File: config.mk
export PLATFORM = sky130hd
export DESIGN_NAME = key_action_ctrl
export DESIGN_NICKNAME = d
export VERILOG_FILES = /design/src/rtl/key_action_pkg.sv /design/src/rtl/key_stable_filter.sv /design/src/rtl/key_action_ctrl.sv
export SDC_FILE = /design/constraint.sdc
export NUM_CORES = 1
export LEC_CHECK = 0
export ABC_AREA = 1
export ABC_CLOCK_PERIOD_IN_PS = 1700
export CORE_MARGIN = 2
export CORE_UTILIZATION = 50
export CTS_CLUSTER_SIZE = 24
export DETAILED_ROUTE_END_ITERATION = 16
export GPL_TIMING_DRIVEN = 0
export PLACE_DENSITY = 0.83
export SLEW_MARGIN = 10
export SYNTH_ARGS = -nofsm -noshare
export SYNTH_HDL_FRONTEND = slang
export SYNTH_HIERARCHICAL = 1
export SYNTH_SLANG_ARGS = --single-unit
File: constraint.sdc
create_clock -name Clk -period 1.7 [get_ports Clk]
set_clock_uncertainty 0.05 [all_clocks]
set_input_delay 0.425 -clock Clk [delete_from_list [all_inputs] [get_ports Clk]]
set_output_delay 0.425 -clock Clk [all_outputs]
set_load 0.05 [all_outputs]
File: src/rtl/key_action_pkg.sv
// key_action_pkg: set-2 scan codes, action/state enums and key decode
// shared by key_action_ctrl and key_stable_filter
package key_action_pkg;

  localparam logic [7:0] SC_NONE  = 8'h00;
  localparam logic [7:0] SC_A     = 8'h1C;
  localparam logic [7:0] SC_D     = 8'h23;
  localparam logic [7:0] SC_W     = 8'h1D;
  localparam logic [7:0] SC_S     = 8'h1B;
  localparam logic [7:0] SC_SPACE = 8'h29;
  localparam logic [7:0] SC_J     = 8'h3B;
  localparam logic [7:0] SC_K     = 8'h42;
  localparam logic [7:0] SC_E     = 8'h24;
  localparam logic [7:0] SC_1     = 8'h16;
  localparam logic [7:0] SC_2     = 8'h1E;
  localparam logic [7:0] SC_3     = 8'h26;
  localparam logic [7:0] SC_4     = 8'h25;
  localparam logic [7:0] SC_5     = 8'h2E;
  localparam logic [7:0] SC_6     = 8'h36;
  localparam logic [7:0] SC_7     = 8'h3D;
  localparam logic [7:0] SC_8     = 8'h3E;
  localparam logic [7:0] SC_9     = 8'h46;
  localparam logic [7:0] SC_ESC   = 8'h76;

  typedef enum logic [2:0] {
    ACT_LEFT,
    ACT_RIGHT,
    ACT_UP,
    ACT_DOWN,
    ACT_JUMP,
    ACT_BREAK,
    ACT_PLACE,
    ACT_INV
  } action_e;

  typedef enum logic [1:0] {
    ST_IDLE,
    ST_DELAY,
    ST_REPEAT,
    ST_HELD
  } state_e;

  localparam logic [7:0] REPEAT_MASK = 8'b0110_1111;
  // actions still allowed to pulse while paused
  localparam logic [7:0] PAUSE_MASK  = 8'b1000_0000;

  typedef struct packed {
    logic    is_act;
    action_e act;
    logic    is_digit;
    logic [3:0] slot;
    logic    is_esc;
  } key_info_t;

  function automatic key_info_t decode_key(
    input logic [7:0] c
  );
    key_info_t k;
    k = '0;
    case (c)
      SC_A:     begin k.is_act = 1'b1; k.act = ACT_LEFT;  end
      SC_D:     begin k.is_act = 1'b1; k.act = ACT_RIGHT; end
      SC_W:     begin k.is_act = 1'b1; k.act = ACT_UP;    end
      SC_S:     begin k.is_act = 1'b1; k.act = ACT_DOWN;  end
      SC_SPACE: begin k.is_act = 1'b1; k.act = ACT_JUMP;  end
      SC_J:     begin k.is_act = 1'b1; k.act = ACT_BREAK; end
      SC_K:     begin k.is_act = 1'b1; k.act = ACT_PLACE; end
      SC_E:     begin k.is_act = 1'b1; k.act = ACT_INV;   end
      SC_1:     begin k.is_digit = 1'b1; k.slot = 4'd0; end
      SC_2:     begin k.is_digit = 1'b1; k.slot = 4'd1; end
      SC_3:     begin k.is_digit = 1'b1; k.slot = 4'd2; end
      SC_4:     begin k.is_digit = 1'b1; k.slot = 4'd3; end
      SC_5:     begin k.is_digit = 1'b1; k.slot = 4'd4; end
      SC_6:     begin k.is_digit = 1'b1; k.slot = 4'd5; end
      SC_7:     begin k.is_digit = 1'b1; k.slot = 4'd6; end
      SC_8:     begin k.is_digit = 1'b1; k.slot = 4'd7; end
      SC_9:     begin k.is_digit = 1'b1; k.slot = 4'd8; end
      SC_ESC:   k.is_esc = 1'b1;
      default:  k = '0;
    endcase
    return k;
  endfunction

endpackage

File: src/rtl/key_stable_filter.sv
// key_stable_filter: accepts a keycode once it has been sampled
// unchanged for STABLE_CYCLES consecutive cycles
module key_stable_filter
  import key_action_pkg::*;
#(
  parameter int STABLE_CYCLES = 16
) (
  input  logic       clk,
  input  logic       rst,
  input  logic [7:0] keycode,
  output logic [7:0] code,
  output logic       chg
);

  localparam int CW = $clog2(STABLE_CYCLES + 1);
  localparam logic [CW-1:0] FULL = CW'(STABLE_CYCLES);
  localparam logic [CW-1:0] ONE  = CW'(1);

  logic [7:0]    cand;
  logic [CW-1:0] cnt;

  // cnt holds the number of consecutive samples equal to cand
  always_ff @(posedge clk or posedge rst) begin
    if (rst) begin
      cand <= SC_NONE;
      cnt  <= '0;
      code <= SC_NONE;
      chg  <= 1'b0;
    end else begin
      chg <= 1'b0;
      if (keycode != cand) begin
        cand <= keycode;
        cnt  <= ONE;
      end else if (cnt != FULL) begin
        cnt <= cnt + ONE;
      end
      if (cnt == FULL && cand != code) begin
        code <= cand;
        chg  <= 1'b1;
      end
    end
  end

endmodule

File: src/rtl/key_action_ctrl.sv
// key_action_ctrl: keycode -> held/press/repeat actions, hotbar, pause
// auto-repeat is built only when KEY_ACTION_REPEAT_EN is defined
module key_action_ctrl
  import key_action_pkg::*;
#(
  parameter int STABLE_CYCLES = 16,
  parameter int REPEAT_DELAY  = 12_500_000,
  parameter int REPEAT_PERIOD = 2_500_000
) (
  input  logic       Clk,
  input  logic       Reset_h,
  input  logic [7:0] keycode,
  output logic [7:0] held,
  output logic [7:0] press,
  output logic [7:0] repeat_p,
  output logic [3:0] hotbar_sel,
  output logic       hotbar_valid,
  output logic       paused
);

  logic [7:0] code;
  logic       chg;

  key_stable_filter #(
    .STABLE_CYCLES(STABLE_CYCLES)
  ) u_filter (
    .clk     (Clk),
    .rst     (Reset_h),
    .keycode (keycode),
    .code    (code),
    .chg     (chg)
  );

  key_info_t  info;
  logic [7:0] act_vec;
  logic [7:0] pmask;

  assign info    = decode_key(code);
  assign act_vec = info.is_act ? (8'b1 << info.act) : 8'h00;
  assign pmask   = paused ? PAUSE_MASK : 8'hFF;

  state_e     state;
  state_e     state_n;
  logic [7:0] press_n;
  logic [3:0] sel_n;
  logic       valid_n;
  logic       paused_n;

`ifdef KEY_ACTION_REPEAT_EN
  localparam int CMAX = (REPEAT_DELAY > REPEAT_PERIOD) ?
                        REPEAT_DELAY : REPEAT_PERIOD;
  localparam int CW = (CMAX > 1) ? $clog2(CMAX) : 1;
  localparam logic [CW-1:0] DLY_END = CW'(REPEAT_DELAY - 1);
  localparam logic [CW-1:0] PER_END = CW'(REPEAT_PERIOD - 1);
  localparam logic [CW-1:0] ONE     = CW'(1);

  logic [CW-1:0] cnt;
  logic [CW-1:0] cnt_n;
  logic [7:0]    rpt_n;
`endif

  always_comb begin
    state_n  = state;
    press_n  = '0;
    sel_n    = hotbar_sel;
    valid_n  = 1'b0;
    paused_n = paused;
`ifdef KEY_ACTION_REPEAT_EN
    cnt_n    = cnt;
    rpt_n    = '0;
`endif
    // a new accepted code restarts from IDLE in the same cycle
    if (chg) begin
      state_n = ST_IDLE;
      unique case (1'b1)
        info.is_act: begin
          press_n = act_vec & pmask;
`ifdef KEY_ACTION_REPEAT_EN
          state_n = ST_DELAY;
          cnt_n   = '0;
`else
          state_n = ST_HELD;
`endif
        end
        info.is_digit: begin
          sel_n   = info.slot;
          valid_n = 1'b1;
        end
        info.is_esc: paused_n = ~paused;
        default: ;
      endcase
    end else begin
      unique case (state)
`ifdef KEY_ACTION_REPEAT_EN
        ST_DELAY: begin
          if (cnt != DLY_END) begin
            cnt_n = cnt + ONE;
          end else if (REPEAT_MASK[info.act]) begin
            rpt_n   = act_vec & pmask;
            state_n = ST_REPEAT;
            cnt_n   = '0;
          end
        end
        ST_REPEAT: begin
          if (cnt == PER_END) begin
            rpt_n = act_vec & pmask;
            cnt_n = '0;
          end else begin
            cnt_n = cnt + ONE;
          end
        end
`endif
        default: ;
      endcase
    end
  end

  always_ff @(posedge Clk or posedge Reset_h) begin
    if (Reset_h) begin
      state        <= ST_IDLE;
      held         <= '0;
      press        <= '0;
      hotbar_sel   <= '0;
      hotbar_valid <= 1'b0;
      paused       <= 1'b0;
    end else begin
      state        <= state_n;
      held         <= act_vec;
      press        <= press_n;
      hotbar_sel   <= sel_n;
      hotbar_valid <= valid_n;
      paused       <= paused_n;
    end
  end

`ifdef KEY_ACTION_REPEAT_EN
  always_ff @(posedge Clk or posedge Reset_h) begin
    if (Reset_h) begin
      cnt      <= '0;
      repeat_p <= '0;
    end else begin
      cnt      <= cnt_n;
      repeat_p <= rpt_n;
    end
  end
`else
  assign repeat_p = '0;
`endif

endmodule

==> results.cfg <==
[logic_synthesis]
synthesis.area_um2 = 2193
post-synth-top-count-cell = nand2_1
syn_avg_cell_area_um2 = 8.034
synthFlopType = dfrtp_1
synth.area.top_cells = dfrtp_1 50%, nand2_1 14%, inv_1 5.8%, nor2_1 5.6%, xnor2_1 5.2%
yosysWarnings = 6
async_flop_share_pct = 100.0
synth.distinct_cells = 24
synth_enable_flop_cells = 0
yosysSeqAreaShare_pct = 50.20
synth_top_cell_by_area = dfrtp_1
synth_seq_cells = 44
syn_inst = 273
synthTopCellsByCount = 82 x nand2_1, 44 x dfrtp_1, 34 x inv_1, 33 x nor2_1, 22 x nand3_1
synth_top_area_share_pct = 50.20

[critical_path]
crit_chain = dlygate4sd2_1
startpoint_type = flip-flop
max_stage_delay_ns = 0.52
crit_fanout = 2
crit_family = buffers and inverters
worst_path_max_delay_cell = dlygate4sd2_1
critical_path_required_ns = 1.22
crit_type = reg -> out
arrival_ns = 1.17
path_buf_inv = 1
cp-end-kind = output port

[timing]
worstMarginPinSlew_ns = 0.8220
relSlewSlack_pct = 45.14
hold_slack_ns = 0.4225
finalHoldViolations = 0
max_freq_mhz = 608.9
rsz0062_at_grt = false
maxSlewViolCount = 0
finalSetupViolations = 0
setup_tns_ns = 0
period_needed_ns = 1.642
fin_crit_sh_pct = 96.60

[detailed_routing]
drc = 0
drt-pass1-iter-count = 4
wl_per_cell_um = 9.582
drt_wl_total_mm = 3.555
first_iter_violations = 46
final_antenna_net_count = 0
via_count = 1667
drt-vias-per-instance = 4.493

[grt]
antenna_found_initial = 0
grt_use_total_pct = 16.64
grt_pass1_wl_mm = 6.423
grt_start_max_net_pins = 23
grt-ovfl-total = 0
grt_pass1_vias = 1570

[cts]
cts_root_buffer = clkbuf_8
clock_path_buffers = 2
cts_buffers = 5
clock_latency_ns = 0.30
cts_tree = yes
htree_levels = 2
cts.sinks = 44
cts_setup_buffers = 0
clk_pin_slew_worst_paths_ns = 0.07

[placement]
port_buffers = 31
placed_cell_area_um2 = 2595
gp_congestion = 0.9085
dpl.hpwl_mm = 2.759

[hold_path]
hp-class = reg -> reg

[pwr]
irDropWorstVdd_mv = 0.4198
power.leakage_nw = 1.514
p_total_w = 0.001868
cellPowerDensity_nw_per_um2 = 702.2

[die]
die_area_um2 = 4932
die_x_um = 70.23
die_y_um = 70.23
core-area_um2 = 4294
rows = 24
ios = 40
start_util_pct = 51.08

[final_layout]
syn_to_final_growth_pct = 21.28
nets = 330
n_antenna_cell = 0
stdcell_area_um2 = 2660
drive_gt1_share_pct = 11.29

[run]
maxCapViolCount = 0

[outcome]
outcome = finished, final reports clean
-- what timing repair did --
action / CTS / global route
pin swaps: 0 / 0
setup endpoints to repair: 22 / 7
resized for setup: 23 / 5
hold buffers: 0 / 0
-- worst reg2reg max path, stage by stage (launching register included) --
cell and delay (ns):
dfrtp_1 0.46, inv_1 0.10, nand2_1 0.06, nor2_2 0.22, nand2_1 0.08, nand2_1 0.09, nor2_1 0.06, nand2_2 0.12
nand2_4 0.08, nand2_1 0.06, nand2_1 0.05
-- cells by family (layout without fill, tap and decap cells) --
| family | count (synthesis) | after routing | synth area share, % |
|---|---|---|---|
| AND/OR/NAND/NOR | 152 | 152 | 30.52 |
| buffers and inverters | 56 | 95 | 11.24 |
| flip-flops | 44 | 44 | 50.20 |
| XOR/XNOR | 15 | 15 | 5.990 |
| AO/OA/AOI/OAI | 3 | 3 | 0.7413 |
| adder cells (fa/ha/maj) | 2 | 2 | 1.141 |
| other | 1 | 8 | 0.1710 |
-- state kept, by name, summed over array words and instances, names as in the netlist --
register and cells:
held 8, u_filter/chg 1, u_filter/code 8, u_filter/cnt 5, hotbar_valid 1, u_filter/cand 8, press 8, hotbar_sel 4
paused 1
-- through the flow --
stage	utilization, %	setup slack (ns)	cells
2_1_floorplan	-	0.3721	280
3_3_place_gp	60.43	0.03728	363
3_5_place_dp	60.43	-0.004583	363
4_1_cts	61.92	0.01876	371
5_1_grt	61.95	0.01927	371
6_report	61.95	0.05773	371
-- path summary, 6_finish.rpt --
kind,start,endpoint,slack (ns),cells past startpoint
setup reg to reg,u_filter/code[4],hotbar_sel[1],0.17,10
setup / recovery,hotbar_sel[1],hotbar_sel[1],0.06,1
min in group asynchronous,Reset_h,press[4],0.55,2
max in group asynchronous,Reset_h,u_filter/code[2],0.47,2
hold reg to reg,hotbar_sel[2],hotbar_sel[2],0.42,2
hold / removal,hotbar_sel[2],hotbar_sel[2],0.42,2
-- per-layer routing --
layer / global-route usage [%] / share of wire [%] / vias up
met3: 5.483 / 5.5 / 13
met5: 0 / 0 / -
met2: 27.46 / 47 / 48
met1: 18.99 / 44 / 721
met4: 8.974 / 3.1 / 0
li1: - / - / 885
-- power breakdown --
part	internal [W]	total (W)	switching, W
clock network	0.000331	0.000658	0.000327
registers	0.00106	0.00107	0.0000115
logic	0.0000569	0.000143	0.0000856
total	0.00144	0.00187	0.000424
-- cells in the final DEF (no fill, tap or decap), types with 2 or more instances in the layout --
cell and count:
dfrtp_1 43, conb_1 8, dlygate4sd2_1 19, xnor2_1 13, xor2_1 2, clkdlybuf4s50_1 9
nor3_2 2, inv_2 4, clkdlybuf4s15_1 2, clkbuf_8 6, nand3_1 22, clkbuf_1 10
inv_1 34, buf_4 9, nor2_1 32, nand2_4 2, nor2_2 6, nand2_1 82
ha_1 2, nand2_2 2
-- layout make-up --
type / instances / area, um^2
buffer: 17 / 97.59
fill: 422 / 1634
tap: 52 / 65.06
sequential: 44 / 1102
timing repair buffer: 31 / 281.5
clock buffer: 8 / 90.09
inverter: 39 / 148.9
multi-input combinational: 180 / 874.6
Power figures use the tool's default switching activity.
